===== src/rtl/loader_pkg.sv =====
// Shared definitions for the program loader and its RAM.
// State encoding, default widths and the zero-length convention.
package loader_pkg;

    localparam int DEF_ADDR_W = 8;
    localparam int DEF_DATA_W = 8;

    // A length byte of 0x00 requests a full-depth program load.
    localparam bit LEN_ZERO_MEANS_MAX = 1'b1;

    typedef enum logic [1:0] {
        CLEAR    = 2'd0,
        WAIT_LEN = 2'd1,
        LOAD     = 2'd2,
        RUN      = 2'd3
    } state_t;

endpackage


===== src/rtl/prog_ram.sv =====
// Program storage: synchronous write port, asynchronous read port.
// Contents are not reset; the loader clears them with a sweep.
module prog_ram
    import loader_pkg::*;
#(
    parameter int ADDR_W = DEF_ADDR_W,
    parameter int DATA_W = DEF_DATA_W
) (
    input  logic              clk,
    input  logic              we,
    input  logic [ADDR_W-1:0] waddr,
    input  logic [DATA_W-1:0] wdata,
    input  logic [ADDR_W-1:0] raddr,
    output logic [DATA_W-1:0] rdata
);

    logic [DATA_W-1:0] r_mem [2**ADDR_W];

    always_ff @(posedge clk) begin
        if (we) begin
            r_mem[waddr] <= wdata;
        end
    end

    assign rdata = r_mem[raddr];

endmodule


===== src/rtl/program_loader.sv =====
// Loads a length-prefixed byte stream into program RAM and holds
// the core in reset until the program is complete.
module program_loader
    import loader_pkg::*;
#(
    parameter int ADDR_W = DEF_ADDR_W,
    parameter int DATA_W = DEF_DATA_W
) (
    input  logic              clk,
    input  logic              reset,
    input  logic [DATA_W-1:0] in_data,
    input  logic              in_valid,
    output logic              in_ready,
    input  logic              reload,
    input  logic [ADDR_W-1:0] pc_addr,
    output logic [DATA_W-1:0] instruction,
    output logic              cpu_reset,
    output logic              loaded,
    output logic [ADDR_W-1:0] wr_ptr
);

    localparam int LEN_W = ADDR_W + 1;
    localparam logic [LEN_W-1:0] LEN_MAX = {1'b1, {ADDR_W{1'b0}}};
    localparam logic [ADDR_W-1:0] PTR_LAST = {ADDR_W{1'b1}};

    state_t            r_state;
    logic [ADDR_W-1:0] r_wr_ptr;
    logic [LEN_W-1:0]  r_len;
    logic [LEN_W-1:0]  r_count;
    logic              r_cpu_reset;
    logic              r_loaded;

    state_t            w_state_nx;
    logic [ADDR_W-1:0] w_ptr_nx;
    logic [LEN_W-1:0]  w_len_nx;
    logic [LEN_W-1:0]  w_cnt_nx;
    logic              w_we;
    logic [DATA_W-1:0] w_wdata;
    logic              w_ready;
    logic              w_accept;
    logic [LEN_W-1:0]  w_cnt_inc;

    assign w_ready   = (r_state == WAIT_LEN) || (r_state == LOAD);
    assign w_accept  = in_valid && w_ready;
    assign w_cnt_inc = r_count + LEN_W'(1);

    always_comb begin
        w_state_nx = r_state;
        w_ptr_nx   = r_wr_ptr;
        w_len_nx   = r_len;
        w_cnt_nx   = r_count;
        w_we       = 1'b0;
        w_wdata    = '0;
        // reload wins over any byte presented in the same cycle
        if (reload) begin
            w_state_nx = CLEAR;
            w_ptr_nx   = '0;
            w_cnt_nx   = '0;
        end else begin
            unique case (r_state)
                CLEAR: begin
                    w_we     = 1'b1;
                    w_ptr_nx = r_wr_ptr + ADDR_W'(1);
                    if (r_wr_ptr == PTR_LAST) begin
                        w_state_nx = WAIT_LEN;
                    end
                end
                WAIT_LEN: begin
                    if (w_accept) begin
                        if (LEN_ZERO_MEANS_MAX && in_data == '0) begin
                            w_len_nx = LEN_MAX;
                        end else begin
                            w_len_nx = LEN_W'(in_data);
                        end
                        w_ptr_nx   = '0;
                        w_cnt_nx   = '0;
                        w_state_nx = LOAD;
                    end
                end
                LOAD: begin
                    if (w_accept) begin
                        w_we     = 1'b1;
                        w_wdata  = in_data;
                        w_ptr_nx = r_wr_ptr + ADDR_W'(1);
                        w_cnt_nx = w_cnt_inc;
                        if (w_cnt_inc == r_len) begin
                            w_state_nx = RUN;
                        end
                    end
                end
                RUN: begin
                end
            endcase
        end
    end

    always_ff @(posedge clk or posedge reset) begin
        if (reset) begin
            r_state     <= CLEAR;
            r_wr_ptr    <= '0;
            r_len       <= '0;
            r_count     <= '0;
            r_cpu_reset <= 1'b1;
            r_loaded    <= 1'b0;
        end else begin
            r_state     <= w_state_nx;
            r_wr_ptr    <= w_ptr_nx;
            r_len       <= w_len_nx;
            r_count     <= w_cnt_nx;
            r_cpu_reset <= (w_state_nx != RUN);
            r_loaded    <= (w_state_nx == RUN);
        end
    end

    prog_ram #(
        .ADDR_W(ADDR_W),
        .DATA_W(DATA_W)
    ) u_ram (
        .clk  (clk),
        .we   (w_we),
        .waddr(r_wr_ptr),
        .wdata(w_wdata),
        .raddr(pc_addr),
        .rdata(instruction)
    );

    assign in_ready  = w_ready;
    assign cpu_reset = r_cpu_reset;
    assign loaded    = r_loaded;
    assign wr_ptr    = r_wr_ptr;

endmodule


===== config.mk =====
export PLATFORM = sky130hd
export DESIGN_NAME = program_loader
export DESIGN_NICKNAME = d
export VERILOG_FILES = /design/src/rtl/loader_pkg.sv /design/src/rtl/prog_ram.sv /design/src/rtl/program_loader.sv
export SDC_FILE = /design/constraint.sdc
export NUM_CORES = 2
export LEC_CHECK = 0
export ABC_AREA = 1
export BUFFER_PORTS_ARGS = -buffer_cell sky130_fd_sc_hd__clkbuf_2
export CAP_MARGIN = 30
export CORE_ASPECT_RATIO = 0.9
export CORE_UTILIZATION = 30
export DETAILED_ROUTE_END_ITERATION = 8
export SLEW_MARGIN = 10
export SYNTH_ARGS = -nofsm -noshare
export SYNTH_HDL_FRONTEND = slang
export SYNTH_SLANG_ARGS = --single-unit

===== constraint.sdc =====
create_clock -name clk -period 11.5 [get_ports clk]
set_input_delay 1.15 -clock clk [delete_from_list [all_inputs] [get_ports clk]]
set_output_delay 1.15 -clock clk [all_outputs]
set_load 0.03 [all_outputs]

# Word-level counts from Yosys, hierarchy flattened
# Memories as Yosys holds them, arrays and structs flattened.
# Cells that the tools add are included.
[totals] register_bits=30 latchBits=0 mem_bits_rw=2048 romBits=0 inputBits=20 out_inout_bits=19 n_memories=1
[mem_list] name="u_ram.r_mem" words=256 word_bits=8 read_ports=1 rd_ports_with_merged_regs=0 write_ports=1 line_no="prog_ram.sv:17" rtl="logic [DATA_W-1:0] r_mem [2**ADDR_W];"
[op_classes] add_sub_neg=2 mul=0 n_div=0 n_lt_le_gt_ge=0 n_eq_ne=8 shift=0 muxes=23 n_bitwise=1 n_reduce_logical=9
[ops] cell="$mux 8" count=6
[ops] cell="$mux 9" count=4
[ops] cell="$pmux 8 s3" count=1
[ops] cell="$pmux 9 s2" count=1
[ops] cell="$mux 2" count=5
[ops] cell="$add 9x1->9 const B" count=1
[ops] cell="$eq 9x9->1" count=1
[ops] cell="$reduce_and 3->1" count=3
[ops] cell="$add 8x1->8 const B" count=1
[ops] cell="$eq 8x8->1 const B" count=1
[ops] cell="$logic_not 8->1" count=1
[ops] cell="$ne 3x3->1 const B" count=2
[ops] cell="$pmux 2 s3" count=1
[ops] cell="$eq 2x2->1 const B" count=2
[ops] cell="$mux 1" count=4
[ops] cell="$reduce_bool 4->1" count=1
[ops] cell="$reduce_bool 3->1" count=1
[ops] cell="$eq 2x1->1 const B" count=1
[ops] cell="$logic_not 2->1" count=1
[ops] cell="$ne 2x2->1 const B" count=1
[ops] cell="$pmux 1 s2" count=1
[ops] cell="$logic_and 1x1->1" count=1
[ops] cell="$logic_or 1x1->1" count=1
[ops] cell="$not 1->1" count=1

# Depth between registers and ports, before layout
[logic_depth] depth_word=8 ltp_mapped=15 depth_no_buf=15

# By module
# From an unflattened synthesis, not the netlist that was laid out.
[hier_totals] hier_cells=7243 hier_area_um2=85040.3
[modules_own_cells] mod="prog_ram" instances=1 cells_each=6995 area_per_inst_um2=83236.1
[modules_own_cells] mod="program_loader" instances=1 cells_each=248 area_per_inst_um2=1804.2

# Worst setup path after synthesis
# Ideal clock, no wire load.
[synth_path] path_kind="input -> register" start="input in_valid" end="memory u_ram.r_mem[0][0] in the netlist's numbering, data pin" setup_time_ns=1.393 arrival_time_ns=7.662 required_ns=10.107 path_slack_ns=2.444 cell_stages=5 path_cell_list="nand2_1 nor2_1 nand2_1 clkbuf_1 nor2_1"
[synth_via] elab_chain_cells=4
[synth_rtl] item="start: declaration" line_no="program_loader.sv:12" rtl="input logic in_valid,"
[synth_rtl] item="$logic_and 1x1->1" line_no="program_loader.sv:44" rtl="assign w_accept = in_valid && w_ready;"
[synth_rtl] item="$mux 8" line_no="program_loader.sv:81" rtl="if (w_accept) begin"
[synth_rtl] item="$mux 8" line_no="program_loader.sv:60" rtl="unique case (r_state)"
[synth_rtl] item="$mux 8" line_no="program_loader.sv:55" rtl="if (reload) begin"
[synth_rtl] item="via u_ram.wdata[0]" line_no="prog_ram.sv:12" rtl="input logic [DATA_W-1:0] wdata,"
[synth_rtl] item="end: declaration" line_no="prog_ram.sv:17"
# The timed path passes the listed nets, and every way through them passes these cells.

# Worst setup path after layout
[layout_path] start="input pc_addr[0]" end="output instruction[1]"
[layout_via] elab_chain_cells=1
[layout_rtl] item="start: declaration" line_no="program_loader.sv:15" rtl="input logic [ADDR_W-1:0] pc_addr,"
[layout_rtl] item="$mem_v2 256x8"
[layout_rtl] item="end: declaration" line_no="program_loader.sv:16" rtl="output logic [DATA_W-1:0] instruction,"
# No other way between the ends.

==> flow_metrics.tcl <==
set metrics [dict create \
    crit_arrival_ns 5.40 \
    grt_max_degree 222 \
    async_flop_share_pct 1.44 \
    postCtsHoldBufs 0 \
    cts_buffers 208 \
    antenna_left 0 \
    synth_top_area_cell "edfxtp_1" \
    synth_cells 7189 \
    dieArea_um2 285000 \
    setup_ws_ns 4.95 \
    area_growth_pct 12.0 \
    hold_path.class "input port to asynchronous set/reset pin" \
    cts_sinks 2078 \
    synth_cell_type_count 29 \
    initial_core_util_pct 30.3 \
    routed_via_density 5.11 \
    chipHeight_um 506 \
    skew_ns 0.0855 \
    antenna_found_initial 9 \
    fin_nets 7068 \
    netlist.area_leader.share_pct 72.6 \
    clock_path_buffers 3 \
    post_dp_cell_area_um2 88300 \
    gp_congestion 0.877 \
    drt_iter0_drc 6588 \
    synthTopCellsByCount "nand2_1 (2140), nand3_1 (2056), edfxtp_1 (2048), buf_2 (299), nor2_1 (295)" \
    critical_path_class "input port to primary output" \
    layout-drive-gt1-share_pct 6.23 \
    ys_top_cells_by_area "edfxtp_1 (73%), nand3_1 (12%), nand2_1 (9.5%)" \
    period_minus_slack_ns 6.55 \
    max_freq_ghz 0.153 \
    dr.pass1.iters 8 \
    hpwl_mm 131 \
    yosysMostFrequentCell "nand2_1" \
    synth_seq_cells 2078 \
    grt_overflow 0 \
    port_buffers 38 \
    path_max_fanout 212 \
    ff2ff_path_depth 9 \
    die_x_um 562 \
    tns_ns 0 \
    power_mw 15.5 \
    crit_path_start_kind "input port" \
    path_clk_slew_ns 0.06 \
    setup_viol 0 \
    root_buffer "clkbuf_16" \
    yosysWarnings 0 \
    rows 184 \
    synth_fp_nets 7219 \
    cp-end-kind "primary output" \
    via_count 56000 \
    synth_edf_count 2048 \
    rsz0062_at_grt "no" \
    remaining_drc_errors 0 \
    io_pins 39 \
    cts_tree "done" \
    synth.avg_cell_area_um2 11.8 \
    max_cap_violations 0 \
    leakage_nw 31.5 \
    seq_area_frac_synth_pct 73.5 \
    finalMaxSlewViolations 0 \
    clk_latency_ns 0.91 \
    maxSlewHeadroom_pct 21.3 \
    hold_viol_final 0 \
    first_global_vias 52500 \
    avgRoutedWirePerCell_um 22.0 \
    fin_area_um2 94900 \
    grt_pass1_wl_mm 355 \
    power_density_nw_per_um2 164 \
    required_ns 10.35 \
    htreeDepth 4 \
    ys.flop_type "edfxtp_1" \
    grt_use_total_pct 16.5 \
    cts_setup_buffers 0 \
    post-place-ws_ns 5.24 \
    tightest_slew_ns 1.18 \
    status "finished, final reports clean" \
    ir_worst_vdd_mv 0.170 \
    coreArea_um2 280000 \
    routed_wl_mm 241 \
    netlist_area_um2 84700 \
    post-route-period-util_pct 56.9 \
    post_cts_resized 0 \
]
## metrics by stage
stage	hold WS, ns	cells	util, %
6_report	0.343	10900	33.9
5_1_grt	0.339	10900	33.9
4_1_cts	0.303	10900	33.9
3_5_place_dp	0.496	10500	31.5
3_3_place_gp	0.487	10500	31.5
2_1_floorplan	0.462	7189	-
## per-layer routing
metal	global-route usage, %	wire length (µm)
met5	0	8
met2	25.0	108000
met4	6.93	10400
met1	23.2	103000
met3	3.09	20000
## critical path, cell delays in order
cell	delay, ns
buf_8	0.37
buf_12	0.69
buf_4	0.80
nand2_1	0.17
nand3_1	0.16
nand3_1	0.09
nand3_1	0.10
nand3_1	0.19
nand3_1	0.29
nand3_1	0.11
nand3_1	0.09
and2_1	0.46
clkbuf_2	0.31
## cell usage in the layout (no fill, tap or decap), types with 33 or more instances in the layout
cell	n
nand2_1	2133
nand3_1	2049
clkinv_2	48
edfxtp_1	2048
clkinv_1	58
nor2_1	287
clkbuf_1	40
clkbuf_2	33
clkbuf_16	209
inv_1	53
buf_4	67
## flip-flops by register name (all words and copies together), names as in the netlist
signal	flops
r_len	9
wr_ptr	8
u_ram.r_mem	2048
r_count	9
r_state	2
loaded	1
cpu_reset	1
## power by group
| group | leakage, nW | switching, mW | internal, mW |
|---|---|---|---|
| sequential | 15.9 | 0.00262 | 8.20 |
| clock | 3.16 | 2.98 | 3.52 |
| combinational | 12.4 | 0.639 | 0.213 |
| total | 31.5 | 3.62 | 11.9 |
## final cells by class
class	count	area [µm²]
Inverter	60	259
Fill cell	27400	185000
Clock inverter	142	1150
Multi-Input combinational cell	4565	20100
Timing Repair Buffer	125	1130
Sequential cell	2078	62300
Tap cell	3720	4650
Clock buffer	249	5380
Antenna cell	7	17.5
## path summary, 6_finish.rpt
| kind | start | endpoint | slack [ns] |
|---|---|---|---|
| worst max-delay path | pc_addr[0] | instruction[1] | 4.95 |
| worst min-delay path | reset | r_len[8] | 0.34 |
| worst max register to register | r_state[0] | u_ram.r_mem[31][7] | 7.46 |
| worst min register to register | r_len[4] | r_len[4] | 0.50 |
| max in group asynchronous | reset | cpu_reset | 10.79 |
| min in group clk | in_data[3] | r_len[8] | 0.47 |
## kinds of logic (layout without fill, tap and decap cells)
| group | count (synthesis) | count (layout) | synth area share [%] |
|---|---|---|---|
| and+or+nand+nor | 4520 | 4520 | 23.1 |
| DFF | 2078 | 2078 | 73.5 |
| buffers and inverters | 546 | 576 | 2.99 |
| AOI/OAI and AO/OA | 35 | 35 | 0.245 |
| adders and majority gates | 10 | 10 | 0.148 |
| other | 0 | 7 | 0 |
Note: power is estimated with default switching activity, not from simulation.
